## config.mk

```make
export PLATFORM = sky130hd
export DESIGN_NAME = uart_tx_fifo_ctrl_flat
export DESIGN_NICKNAME = d
export VERILOG_FILES = /design/src/rtl/uart_tx_fifo_ctrl_pkg.sv /design/src/rtl/uart_tx_fifo_ctrl_if.sv /design/src/rtl/uart_tx_fifo_ctrl_fifo.sv /design/src/rtl/uart_tx_fifo_ctrl.sv /design/src/flat_wrapper.sv
export SDC_FILE = /design/constraint.sdc
export NUM_CORES = 1
export LEC_CHECK = 0
export ABC_AREA = 1
export BUFFER_PORTS_ARGS = -buffer_cell sky130_fd_sc_hd__buf_2
export CORE_UTILIZATION = 55
export CTS_CLUSTER_SIZE = 30
export DETAILED_ROUTE_END_ITERATION = 8
export PLACE_DENSITY = 0.8
export SLEW_MARGIN = 20
export SYNTH_ARGS = -nofsm -noshare
export SYNTH_HDL_FRONTEND = slang
export SYNTH_SLANG_ARGS = --single-unit
```

## constraint.sdc

```tcl
create_clock -name clk -period 2.4 [get_ports clk]
set_clock_uncertainty 0.05 [all_clocks]
set_input_delay 0.24 -clock clk [delete_from_list [all_inputs] [get_ports clk]]
set_output_delay 0.24 -clock clk [all_outputs]
set_load 0.005 [all_outputs]
```

## src/rtl/uart_tx_fifo_ctrl_pkg.sv

```systemverilog
// uart_pkg: shared launcher state type for the UART transmit path.
package uart_pkg;
    typedef enum logic {IDLE, WAIT} tx_ctrl_state_t;
endpackage

```

## src/rtl/uart_tx_fifo_ctrl_if.sv

```systemverilog
// uart_tx_fifo_ctrl_if: MMIO-side push/status and transmitter-side launch signals.
interface uart_tx_fifo_ctrl_if #(
    parameter int DATA_BITS  = 8,
    parameter int ADDR_WIDTH = 4
);
    logic                  wr_en;
    logic [DATA_BITS-1:0]  wr_data;
    logic                  flush;
    logic                  clr_overflow;
    logic                  tx_done_tick;
    logic                  tx_start;
    logic [DATA_BITS-1:0]  tx_din;
    logic                  full;
    logic                  empty;
    logic [ADDR_WIDTH:0]   count;
    logic                  overflow;
    logic                  busy;
    modport master (
        output wr_en, wr_data, flush, clr_overflow, tx_done_tick,
        input  tx_start, tx_din, full, empty, count, overflow, busy
    );
    modport slave (
        input  wr_en, wr_data, flush, clr_overflow, tx_done_tick,
        output tx_start, tx_din, full, empty, count, overflow, busy
    );
endinterface

```

## src/rtl/uart_tx_fifo_ctrl_fifo.sv

```systemverilog
// uart_fifo: byte storage with wrap-bit pointers, status and synchronous flush.
module uart_fifo #(
    parameter int DATA_BITS  = 8,
    parameter int ADDR_WIDTH = 4
) (
    input  logic                 clk,
    input  logic                 reset,
    input  logic                 push_i,
    input  logic                 pop_i,
    input  logic                 flush_i,
    input  logic [DATA_BITS-1:0] wr_data_i,
    output logic [DATA_BITS-1:0] rd_data_o,
    output logic                 full_o,
    output logic                 empty_o,
    output logic [ADDR_WIDTH:0]  count_o
);
    localparam int DEPTH = 2**ADDR_WIDTH;
    logic [DATA_BITS-1:0] mem_q [DEPTH];
    logic [ADDR_WIDTH:0]  wr_ptr_q, wr_ptr_d, rd_ptr_q, rd_ptr_d;
    logic                 wr_ok;
    assign empty_o   = wr_ptr_q == rd_ptr_q;
    assign full_o    = (wr_ptr_q[ADDR_WIDTH] != rd_ptr_q[ADDR_WIDTH]) &&
                       (wr_ptr_q[ADDR_WIDTH-1:0] == rd_ptr_q[ADDR_WIDTH-1:0]);
    assign count_o   = wr_ptr_q - rd_ptr_q;
    assign rd_data_o = mem_q[rd_ptr_q[ADDR_WIDTH-1:0]];
    assign wr_ok     = push_i && !full_o && !flush_i;
    // Flush snaps the read pointer to the pre-edge write pointer; a same-cycle push is already blocked.
    always_comb begin
        wr_ptr_d = wr_ptr_q + {{ADDR_WIDTH{1'b0}}, wr_ok};
        rd_ptr_d = flush_i ? wr_ptr_q : rd_ptr_q + {{ADDR_WIDTH{1'b0}}, pop_i && !empty_o};
    end
    always_ff @(posedge clk or posedge reset) begin
        if (reset) begin
            wr_ptr_q <= '0;
            rd_ptr_q <= '0;
        end else begin
            wr_ptr_q <= wr_ptr_d;
            rd_ptr_q <= rd_ptr_d;
        end
    end
    always_ff @(posedge clk) begin
        if (wr_ok) mem_q[wr_ptr_q[ADDR_WIDTH-1:0]] <= wr_data_i;
    end
endmodule

```

## src/rtl/uart_tx_fifo_ctrl.sv

```systemverilog
// uart_tx_fifo_ctrl: buffers bytes and launches them one frame at a time into the UART transmitter.
module uart_tx_fifo_ctrl
    import uart_pkg::*;
#(
    parameter int DATA_BITS  = 8,
    parameter int ADDR_WIDTH = 4
) (
    input logic                clk,
    input logic                reset,
    uart_tx_fifo_ctrl_if.slave bus
);
    tx_ctrl_state_t       state_q, state_d;
    logic                 tx_start_q, tx_start_d;
    logic [DATA_BITS-1:0] tx_din_q, tx_din_d;
    logic                 overflow_q, overflow_d;
    logic [DATA_BITS-1:0] fifo_rd_data;
    logic                 fifo_full, fifo_empty;
    logic [ADDR_WIDTH:0]  fifo_count;
    logic                 launch;
    uart_fifo #(
        .DATA_BITS (DATA_BITS),
        .ADDR_WIDTH(ADDR_WIDTH)
    ) u_fifo (
        .clk      (clk),
        .reset    (reset),
        .push_i   (bus.wr_en),
        .pop_i    (launch),
        .flush_i  (bus.flush),
        .wr_data_i(bus.wr_data),
        .rd_data_o(fifo_rd_data),
        .full_o   (fifo_full),
        .empty_o  (fifo_empty),
        .count_o  (fifo_count)
    );
    assign launch = (state_q == IDLE) && !fifo_empty && !bus.flush;
    // Overflow set wins over a same-cycle clear so a rejected byte is never silently lost.
    always_comb begin
        state_d    = launch ? WAIT : (state_q == WAIT && bus.tx_done_tick) ? IDLE : state_q;
        tx_start_d = launch;
        tx_din_d   = launch ? fifo_rd_data : tx_din_q;
        overflow_d = (bus.wr_en && fifo_full && !bus.flush) ? 1'b1 :
                     bus.clr_overflow ? 1'b0 : overflow_q;
    end
    always_ff @(posedge clk or posedge reset) begin
        if (reset) begin
            state_q    <= IDLE;
            tx_start_q <= 1'b0;
            tx_din_q   <= '0;
            overflow_q <= 1'b0;
        end else begin
            state_q    <= state_d;
            tx_start_q <= tx_start_d;
            tx_din_q   <= tx_din_d;
            overflow_q <= overflow_d;
        end
    end
    assign bus.tx_start = tx_start_q;
    assign bus.tx_din   = tx_din_q;
    assign bus.full     = fifo_full;
    assign bus.empty    = fifo_empty;
    assign bus.count    = fifo_count;
    assign bus.overflow = overflow_q;
    assign bus.busy     = state_q == WAIT;
endmodule

```

## src/flat_wrapper.sv

```systemverilog
// flat-port wrapper written by rule: the top's interface ports become plain ports
module uart_tx_fifo_ctrl_flat import uart_pkg::*;
#(
    parameter int DATA_BITS  = 8,
    parameter int ADDR_WIDTH = 4
)
  (clk, reset, bus_wr_en, bus_wr_data, bus_flush, bus_clr_overflow, bus_tx_done_tick, bus_tx_start, bus_tx_din, bus_full, bus_empty, bus_count, bus_overflow, bus_busy);
  uart_tx_fifo_ctrl_if #(.DATA_BITS(DATA_BITS), .ADDR_WIDTH(ADDR_WIDTH)) bus_i ();
  input logic clk;
  input logic reset;
  input wire logic [$bits(bus_i.wr_en)-1:0] bus_wr_en;
  input wire logic [$bits(bus_i.wr_data)-1:0] bus_wr_data;
  input wire logic [$bits(bus_i.flush)-1:0] bus_flush;
  input wire logic [$bits(bus_i.clr_overflow)-1:0] bus_clr_overflow;
  input wire logic [$bits(bus_i.tx_done_tick)-1:0] bus_tx_done_tick;
  output wire logic [$bits(bus_i.tx_start)-1:0] bus_tx_start;
  output wire logic [$bits(bus_i.tx_din)-1:0] bus_tx_din;
  output wire logic [$bits(bus_i.full)-1:0] bus_full;
  output wire logic [$bits(bus_i.empty)-1:0] bus_empty;
  output wire logic [$bits(bus_i.count)-1:0] bus_count;
  output wire logic [$bits(bus_i.overflow)-1:0] bus_overflow;
  output wire logic [$bits(bus_i.busy)-1:0] bus_busy;
  assign bus_i.wr_en = bus_wr_en;
  assign bus_i.wr_data = bus_wr_data;
  assign bus_i.flush = bus_flush;
  assign bus_i.clr_overflow = bus_clr_overflow;
  assign bus_i.tx_done_tick = bus_tx_done_tick;
  assign bus_tx_start = bus_i.tx_start;
  assign bus_tx_din = bus_i.tx_din;
  assign bus_full = bus_i.full;
  assign bus_empty = bus_i.empty;
  assign bus_count = bus_i.count;
  assign bus_overflow = bus_i.overflow;
  assign bus_busy = bus_i.busy;
  uart_tx_fifo_ctrl #(.DATA_BITS(DATA_BITS), .ADDR_WIDTH(ADDR_WIDTH)) u_core (.clk(clk), .reset(reset), .bus(bus_i));
endmodule
```

* After elaboration in Yosys (flattened, before gate mapping)
Memories as Yosys holds them, arrays and structs flattened. A register that Yosys moved wholly into a read port is not among the register bits.
Index checks and enable logic that the tools add are counted.
** Storage, ports and cells
- Output and inout port bits :: 18
- RAM bits :: 128
- Memories :: 1
- Bits in registers :: 13
- Bits of input ports :: 14
- Word-level logic and storage cells :: 34
** Operators by class
- Add/sub/neg operators :: 3
- Muxes and demuxes :: 7
- Bitwise gates (word level) :: 1
- Reductions and logical operators :: 14
- Equality and inequality tests :: 3
** Memories
- u_core.u_fifo.mem_q :: depth 16, bits a word 8, read ports 1, clocked after memory_dff 1, write ports 1, line uart_tx_fifo_ctrl_fifo.sv:18 : logic [DATA_BITS-1:0] mem_q [DEPTH];
** Operators with widths (number)
- adder 5 x 1 -> 5 bit :: 2
- logical AND 1 bit :: 9
- 2-to-1 mux 1 bit :: 6
- equality test 5 bit :: 1
- 2-to-1 mux 5 bit :: 1
- subtractor 5 bit :: 1
- equality test 4 bit :: 1
- nonzero test 2 bit :: 2
- zero test 1 bit :: 3
- inequality test 1 bit :: 1
- inverter 1 bit :: 1

* Longest topological paths before layout
Gate-level depths: netlist of run 1.
- Depth in word-level cells :: 7
- Mapped depth :: 13
- Mapped depth without buffers :: 10

* By module
Synthesis of run 1 repeated with hierarchy kept, for this count alone.
** Unflattened totals
- Cells, all modules :: 704
- Area, all modules :: 6856.6 um^2
** By module, submodules not included
- uart_fifo :: area an instance 6416.2 um^2, instances 1, cells an instance 659, seq. area each 4093.9 um^2
- uart_tx_fifo_ctrl :: area an instance 440.4 um^2, instances 1, cells an instance 45, seq. area each 275.3 um^2

* Least setup slack after synthesis of run 1
Ideal clock, no wire load.
- Path type :: register -> register
- Start point :: register u_core.u_fifo.rd_ptr_q[2]
- End point :: register u_core.u_fifo.rd_ptr_q[4]
- Library setup time :: 83 ps
- Slack :: -3 ps
- Period minus slack after synthesis :: 2403 ps
- Buffers on the path :: 2
- Data arrival time :: 2270 ps
- Cell stages (with the launch flop) :: 13
- Data required time :: 2267 ps
- Path through :: dfrtp_1 > clkbuf_1 > inv_1 > ha_1 > nand2_2 > nor2_4 > a21oi_4 > buf_6 > ha_1 > ha_1 > nand2_1 > xor2_1 > o21ai_0
** Between the ends
- Cells in the longest elaborated chain, start to end :: 7
** RTL lines
- start: declaration :: line uart_tx_fifo_ctrl_fifo.sv:19 : logic [ADDR_WIDTH:0] wr_ptr_q, wr_ptr_d, rd_ptr_q, rd_ptr_d;
- start signal: assignment :: line uart_tx_fifo_ctrl_fifo.sv:38 : rd_ptr_q <= rd_ptr_d;
- equality test 5 bit :: line uart_tx_fifo_ctrl_fifo.sv:21 : assign empty_o = wr_ptr_q == rd_ptr_q;
- zero test 1 bit :: line uart_tx_fifo_ctrl_fifo.sv:30, uart_tx_fifo_ctrl.sv:35
- logical AND 1 bit (2 in a row) :: line uart_tx_fifo_ctrl.sv:35 : assign launch = (state_q == IDLE) && !fifo_empty && !bus.flush;
- logical AND 1 bit :: line uart_tx_fifo_ctrl_fifo.sv:30 : rd_ptr_d = flush_i ? wr_ptr_q : rd_ptr_q + {{ADDR_WIDTH{1'b0}}, pop_i && !empty_o};
- adder 5 x 1 -> 5 bit * :: line uart_tx_fifo_ctrl_fifo.sv:30
- 2-to-1 mux 5 bit * :: line uart_tx_fifo_ctrl_fifo.sv:30
- named net u_core.u_fifo.rd_ptr_d[4] :: line uart_tx_fifo_ctrl_fifo.sv:19
Mark *: on every way through the listed nets, which the timed path passes. The rest lies on a longest branch.
A chain may end at the register's enable or synchronous reset.

* Worst setup path in the final report of run 1
- Start point :: register u_core.u_fifo.rd_ptr_q[1]
- End point :: output port bus_count[4]
** Between the ends
- Cells in the longest elaborated chain, start to end :: 1
** RTL lines
- subtractor 5 bit :: line uart_tx_fifo_ctrl_fifo.sv:24 : assign count_o = wr_ptr_q - rd_ptr_q;
- end: declaration :: line flat_wrapper.sv:20 : output wire logic [$bits(bus_i.count)-1:0] bus_count;
No other way between the ends.

==> metrics.txt, run 1 <==
First-pass DRT Iterations=7; flop and latch count out of synthesis=149; Fillers=854; cell at the slowest stage of the critical path=fa_1; number of max-slew violations in the final report=0; crit share post-route=95.0%; post-synthesis to final-layout area growth=15.6%; cell-by-cell trace of the critical path=buf_4 -> fa_1 -> o21ai_2 -> xor2_1 -> buf_2; worst endpoint data arrival time=1990 ps; via count of the first global-routing pass=4,659; clock transition at the register clock pins on the worst setup and hold paths after CTS=roughly 60 ps; number of standard-cell rows in the floorplan=39; met3 Resource Use GR=7.13%; initial antenna violation count=0; final hold vios=0; element type at the critical path end=output pin; Power Density=1190 mW/mm²; area of the multi-input gates=0.00172 mm²; number of failing setup endpoints in the final timing report=0; met2 global-route usage=43.3%; total via count in the routed design=4,704; Tightest Pin Transition=891 ps; Mapped Area=0.00665 mm²; count of flip-flops with a built-in enable after synthesis=between 100 and 150; category of the most critical setup path=register to output pin; total die area=roughly 0.013 mm²; data required time at the worst endpoint=2110 ps; clock network fraction of total power=28.9%; setup repair after global routing missed its margin=no; syn_nets=678; number of port buffers=31; part of the total power dissipated in sequential elements=between 30% and 40%; minimum clock period after layout=~2300 ps; clock buffers created by TritonCTS=17; Post-Route Setup TNS=0 ps; Chip Width=~110 µm; number of clock sinks=149; H-tree Lvls=4; Worst Hold Class=primary input to register; routability cong.=0.908; worst skew pair latency=420 ps; final wirelength=14.7 mm; # DRC=2; Most used DFF post-synth=edfxtp_1; Post-Synthesis Mean Instance Area=slightly above 10 µm²; critical path launch point=u_core.u_fifo.rd_ptr_q[1]$_DFF_PP0_; setup slack of the most critical reg-to-reg path=150 ps; Congestion Overflow GR=0; Buf+Inv Stages, Crit Path=2; result of the run=complete, but fails checks; Via density=5.43; family of cells with the greatest summed delay on the critical path=adder cells; number of maximum-capacitance constraint violations=0; net switching fraction of the power=35.6%; Placeable Area=roughly 0.012 mm²; leakage power of the design=between 3 and 4 nW; number of primary I/O pins=32; biggest cell delay along the critical path=slightly below 500 ps; first-pass GRT wire length=23.4 mm; height of the die=roughly 110 µm; sequential area share after synthesis=65.7%; Max IR drop VDD=0.000933 V; number of distinct library cells after synthesis=26; antenna cells=0; Sw Pwr=0.00324 W; sequential cell area in the final layout=0.00437 mm²; Root Buffer=clkbuf_16; P_int=0.00588 W; pin count of the biggest net entering global routing=40; worst rel slew slack=40.5%; worst min-delay path startpoint=bus_flush; fraction of registers with async set/reset=14.1%; GR Layer Usage met1=30.5%; Worst setup SP type=register; Routed WL per cell=around 17 µm; maximum root-to-sink buffer count=2; final design utilization=66.2%; initial core utilization=57.3%; violation count after the first detailed-routing iteration=around 400; Comb pwr share=a little over a third; TritonCTS clock tree=yes; most used routing layer in global routing=met2; net total in the final layout=734; failing checks=DRC; Yosys warnings=0; Final ANT Viol Nets=0; HPWL Detailed=roughly 9.3 mm; reg-to-reg critical path startpoint=u_core.u_fifo.wr_ptr_q[2]$_DFF_PP0_; GRT Resource Usage Total=25.6%; share of post-route cells with drive strength above 1=14.1%; synthesized instance count=655; maximum clock frequency=439 MHz; largest driver fanout on the critical path=35
## power groups by stage
stage	registers (W)	logic [W]	clock network, W
final	0.00328	0.00321	0.00264
after CTS	0.00328	0.00315	0.00268
after detailed placement	0.00332	0.00312	0
after floorplan	0.00331	0.00218	0
after global placement	0.00331	0.00304	0
after global routing	0.00330	0.00356	0.00278
## sequential cells by signal (all words and copies together) (netlist names)
name / flops
u_core.bus.busy: 1
u_core.u_fifo.mem_q: 128
u_core.u_fifo.wr_ptr_q: 5
u_core.bus.tx_start: 1
u_core.bus.overflow: 1
u_core.u_fifo.rd_ptr_q: 5
u_core.bus.tx_din: 8
## logic make-up after synthesis
kind of cell    synth area share (%)
fa+ha+maj                       1.81
simple gates                    21.5
xor+xnor                       0.922
compound gates                  1.51
flops                           65.7
buf+inv                         8.52
## area by class of cell
| class | instances | area share [%] |
|---|---|---|
| tap | 143 | 2.33 |
| clock inverter | 10 | 1.69 |
| clock buffer | 22 | 6.04 |
| sequential | 149 | 56.9 |
| inverter | 115 | 5.62 |
| timing repair buffer | 60 | 5.11 |
| multi-input combinational | 368 | 22.4 |
## cell usage in the layout (no fill, tap or decap)
master / n
nand3_1: 93
a21oi_4: 1
a21oi_1: 5
clkbuf_8: 2
nor2_1: 56
nand2_1: 176
xor2_1: 6
inv_1: 109
clkinvlp_4: 1
o22ai_1: 1
xnor2_1: 1
bufinv_16: 3
clkinv_2: 4
inv_2: 4
clkinv_1: 3
buf_12: 1
buf_2: 31
clkbuf_16: 17
dfrtp_1: 20
ha_1: 8
fa_1: 1
nand2_2: 4
clkinv_4: 1
o21ai_2: 1
clkbuf_1: 3
buf_4: 25
o21ai_0: 8
nor3_4: 1
nand2_4: 1
nor2_4: 3
o21a_1: 1
dfrtp_2: 1
nand3_2: 1
edfxtp_1: 128
dlygate4sd3_1: 3
## routing by layer
layer	part of all wire, %	routed length, µm	up-vias
li1	-	-	2212
met1	39	5760	2295
met2	52	7600	162
met3	6.6	968	35
met4	2.7	399	0
met5	0	0	-
## path summary, 6_finish.rpt
kind	cells past startpoint	endpoint
worst max register to register	7	u_core.u_fifo.mem_q[4][2]$_DFFE_PP_
max in group asynchronous	3	u_core.u_fifo.rd_ptr_q[0]$_DFF_PP0_
worst min-delay path	2	u_core.u_fifo.rd_ptr_q[4]$_DFF_PP0_
worst min register to register	2	u_core.bus.tx_din[0]$_DFFE_PP0N_
worst max-delay path	5	bus_count[4]
min in group asynchronous	3	u_core.bus.overflow$_DFFE_PP0P_
## Yosys cell counts, types with 5 or more instances
library cell	n	area, µm²
nand3_1	93	465
buf_2	15	75.1
nor2_1	56	210
nand2_1	176	661
xor2_1	6	52.6
inv_1	109	409
dfrtp_1	21	526
o21ai_0	9	45.0
edfxtp_1	128	3840
a21oi_1	5	25.0
ha_1	8	100
buf_4	6	45.0
## repair_timing
item | 4_1_cts | 5_1_grt
hold endpoints to repair | 23 | 0
endpoints found under the setup margin | 0 | 1
hold buffers | 3 | 0
setup buffers | 0 | 1
gates resized for setup | 0 | 2
## through the flow
| step | instances | hold slack, ps | instance area [µm²] | total power (W) | setup slack [ps] |
|---|---|---|---|---|---|
| 4_1_cts | 866 | 24.8 | 7670 | 0.00911 | 41.4 |
| 3_5_place_dp | 831 | 391 | 7050 | 0.00644 | 241 |
| 6_report | 867 | 45.7 | 7690 | 0.00912 | 120 |
| 5_1_grt | 867 | 62.5 | 7690 | 0.00965 | 31.5 |
| 2_1_floorplan | 655 | 167 | 6650 | 0.00548 | 41.3 |
| 3_3_place_gp | 831 | 374 | 7050 | 0.00635 | 332 |
No activity file was read; power rests on OpenSTA's default activity.
==> inputs of run 2 (changes only) <==
- CAP_MARGIN: unset -> 0
- CORE_UTILIZATION: 55 -> 30
- PLACE_DENSITY: 0.8 -> 0.51
- RECOVER_POWER: unset -> 50
==> metrics.txt, run 2 (same netlist as run 1, synthesis figures left out) <==
number of clock sinks=149; crit share post-route=approximately 95%; number of primary I/O pins=32; post-synthesis to final-layout area growth=17.0%; Placeable Area=approximately 0.022 mm²; maximum root-to-sink buffer count=2; element type at the critical path end=output pin; Power Density=1140 mW/mm²; first-pass GRT wire length=between 20 and 25 mm; Worst setup SP type=register; Final Worst Setup Slack=129 ps; net total in the final layout=734; via count of the first global-routing pass=4,407; worst endpoint data arrival time=approximately 2000 ps; final hold vios=0; final wirelength=around 15 mm; HPWL Detailed=9.97 mm; routability cong.=a little under 0.8; length in cells of the worst reg-to-reg path=7; clock transition at the register clock pins on the worst setup and hold paths after CTS=50 ps; TritonCTS clock tree=yes; maximum clock frequency=440 MHz; Post-Route Setup TNS=0 ps; Cell Count, Final, Fillers Out=1,005; setup slack of the most critical reg-to-reg path=between 200 and 300 ps; setup repair after global routing missed its margin=no; standard cell area after detailed placement=0.00723 mm²; minimum clock period after layout=2270 ps; # DRC=2; result of the run=complete, but fails checks; data required time at the worst endpoint=about 2100 ps; total via count in the routed design=around 4,300; most common library cell in the layout ignoring fill and taps=nand2_1; H-tree Lvls=4; failing checks=DRC; worst min-delay path startpoint=bus_wr_en; number of max-slew violations in the final report=0; number of flip-flops under the largest register name=128; number of failing setup endpoints in the final timing report=0; number of port buffers=31; initial core utilization=30.6%; number of standard-cell rows in the floorplan=between 50 and 60; placement-stage worst setup slack=290 ps; share of post-route cells with drive strength above 1=12.2%; category of the most critical setup path=register to output pin; clock buffers created by TritonCTS=17; Congestion Overflow GR=0; R2R Path End=u_core.u_fifo.mem_q[2][7]$_DFFE_PP_; number of cells in the design after placement=969; number of cells on the worst hold path=3; reg-to-reg critical path startpoint=u_core.u_fifo.wr_ptr_q[2]$_DFF_PP0_; largest driver fanout on the critical path=4; Worst Hold Class=primary input to register; pin count of the biggest net entering global routing=37; Chip Width=roughly 150 µm; postcts setup bufs=0; destination of the worst hold path=u_core.bus.overflow$_DFFE_PP0P_; First-pass DRT Iterations=6; number of maximum-capacitance constraint violations=0; Tightest Pin Transition=1130 ps; initial antenna violation count=0; violation count after the first detailed-routing iteration=228; height of the die=around 150 µm; GRT Resource Usage Total=14.7%; Fillers=2,245; Routed WL per cell=15.2 µm; worst skew pair latency=between 400 and 500 ps; Max IR drop VDD=between 0.0005 and 0.0006 V; Final ANT Viol Nets=0; Via density=approximately 4.3; top library cells by usage in the layout, fill and taps aside=nand2_1, edfxtp_1, inv_1; leakage power of the design=3.31 nW; finished layout cell area=roughly 0.0078 mm²; total die area=0.0228 mm²; Root Buffer=clkbuf_16; worst rel slew slack=24.6%
-- run 2: cell types whose count changed in the layout (fill, tap and decap cells not counted), sizes merged --
cell | before | now
buf | 57 | 40
bufinv | 3 | 0
clkbuf | 22 | 34
clkinv | 8 | 9
clkinvlp | 1 | 5
diode | 0 | 1
inv | 113 | 116
-- run 2: layout make-up --
cell class	count	area (µm²)	area share, %
Clock buffer	17	425	5.47
Antenna cell	1	2.50	0.0322
Multi-Input combinational cell	368	1720	22.1
Inverter	115	432	5.55
Sequential cell	149	4370	56.2
Tap cell	280	350	4.50
Timing Repair Buffer	60	369	4.75
Clock inverter	15	108	1.38
-- run 2: repair_timing --
| item | 4_1_cts | 5_1_grt |
|---|---|---|
| hold buffers | 3 | 0 |
| resized for setup | 1 | 2 |
| endpoints found under the hold margin | 18 | 0 |
| setup endpoints to repair | 1 | 1 |
-- run 2: critical path, stage by stage, from the launching register on --
cell	delay, ps
dfrtp_1	380
inv_1	100
ha_1	230
fa_2	370
o21ai_2	190
xor2_1	160
buf_2	130
-- run 2: metrics by stage --
step	hold slack, ps	utilization [%]	power (W)
floorplan	167	-	0.00548
global placement	103	33.2	0.00659
detailed placement	111	33.2	0.00660
CTS	41.0	35.8	0.00902
global route	58.5	35.7	0.00950
finish	47.4	35.7	0.00888
-- run 2: power by group --
group | internal, W | switching, W | total, W | leakage, nW
clock network | 0.00132 | 0.00106 | 0.00238 | 0.247
logic | 0.00107 | 0.00215 | 0.00322 | 1.66
registers | 0.00311 | 0.000168 | 0.00328 | 1.40
total | 0.00550 | 0.00338 | 0.00888 | 3.31
-- run 2: worst max-delay path by stage --
stage | startpoint | end | slack, ps | depth (start not counted)
after floorplan | u_core.u_fifo.rd_ptr_q[1]$_DFF_PP0_ | u_core.u_fifo.rd_ptr_q[4]$_DFF_PP0_ | 40 | 13
after global placement | u_core.u_fifo.wr_ptr_q[2]$_DFF_PP0_ | u_core.u_fifo.mem_q[3][5]$_DFFE_PP_ | 300 | 7
after detailed placement | u_core.u_fifo.wr_ptr_q[2]$_DFF_PP0_ | u_core.u_fifo.mem_q[2][3]$_DFFE_PP_ | 290 | 7
after CTS | u_core.u_fifo.wr_ptr_q[0]$_DFF_PP0_ | bus_count[4] | 6 | 6
after global routing | u_core.u_fifo.wr_ptr_q[0]$_DFF_PP0_ | bus_count[4] | 10 | 6
final | u_core.u_fifo.wr_ptr_q[0]$_DFF_PP0_ | bus_count[4] | 130 | 6
-- run 2: per-layer routing --
layer | up-vias | track usage (%) | routed length, µm
met2 | 54 | 25.4 | 7660
met5 | - | 0 | 0
met1 | 2038 | 18.0 | 6950
li1 | 2208 | - | -
met3 | 19 | 2.77 | 438
met4 | 0 | 5.90 | 271
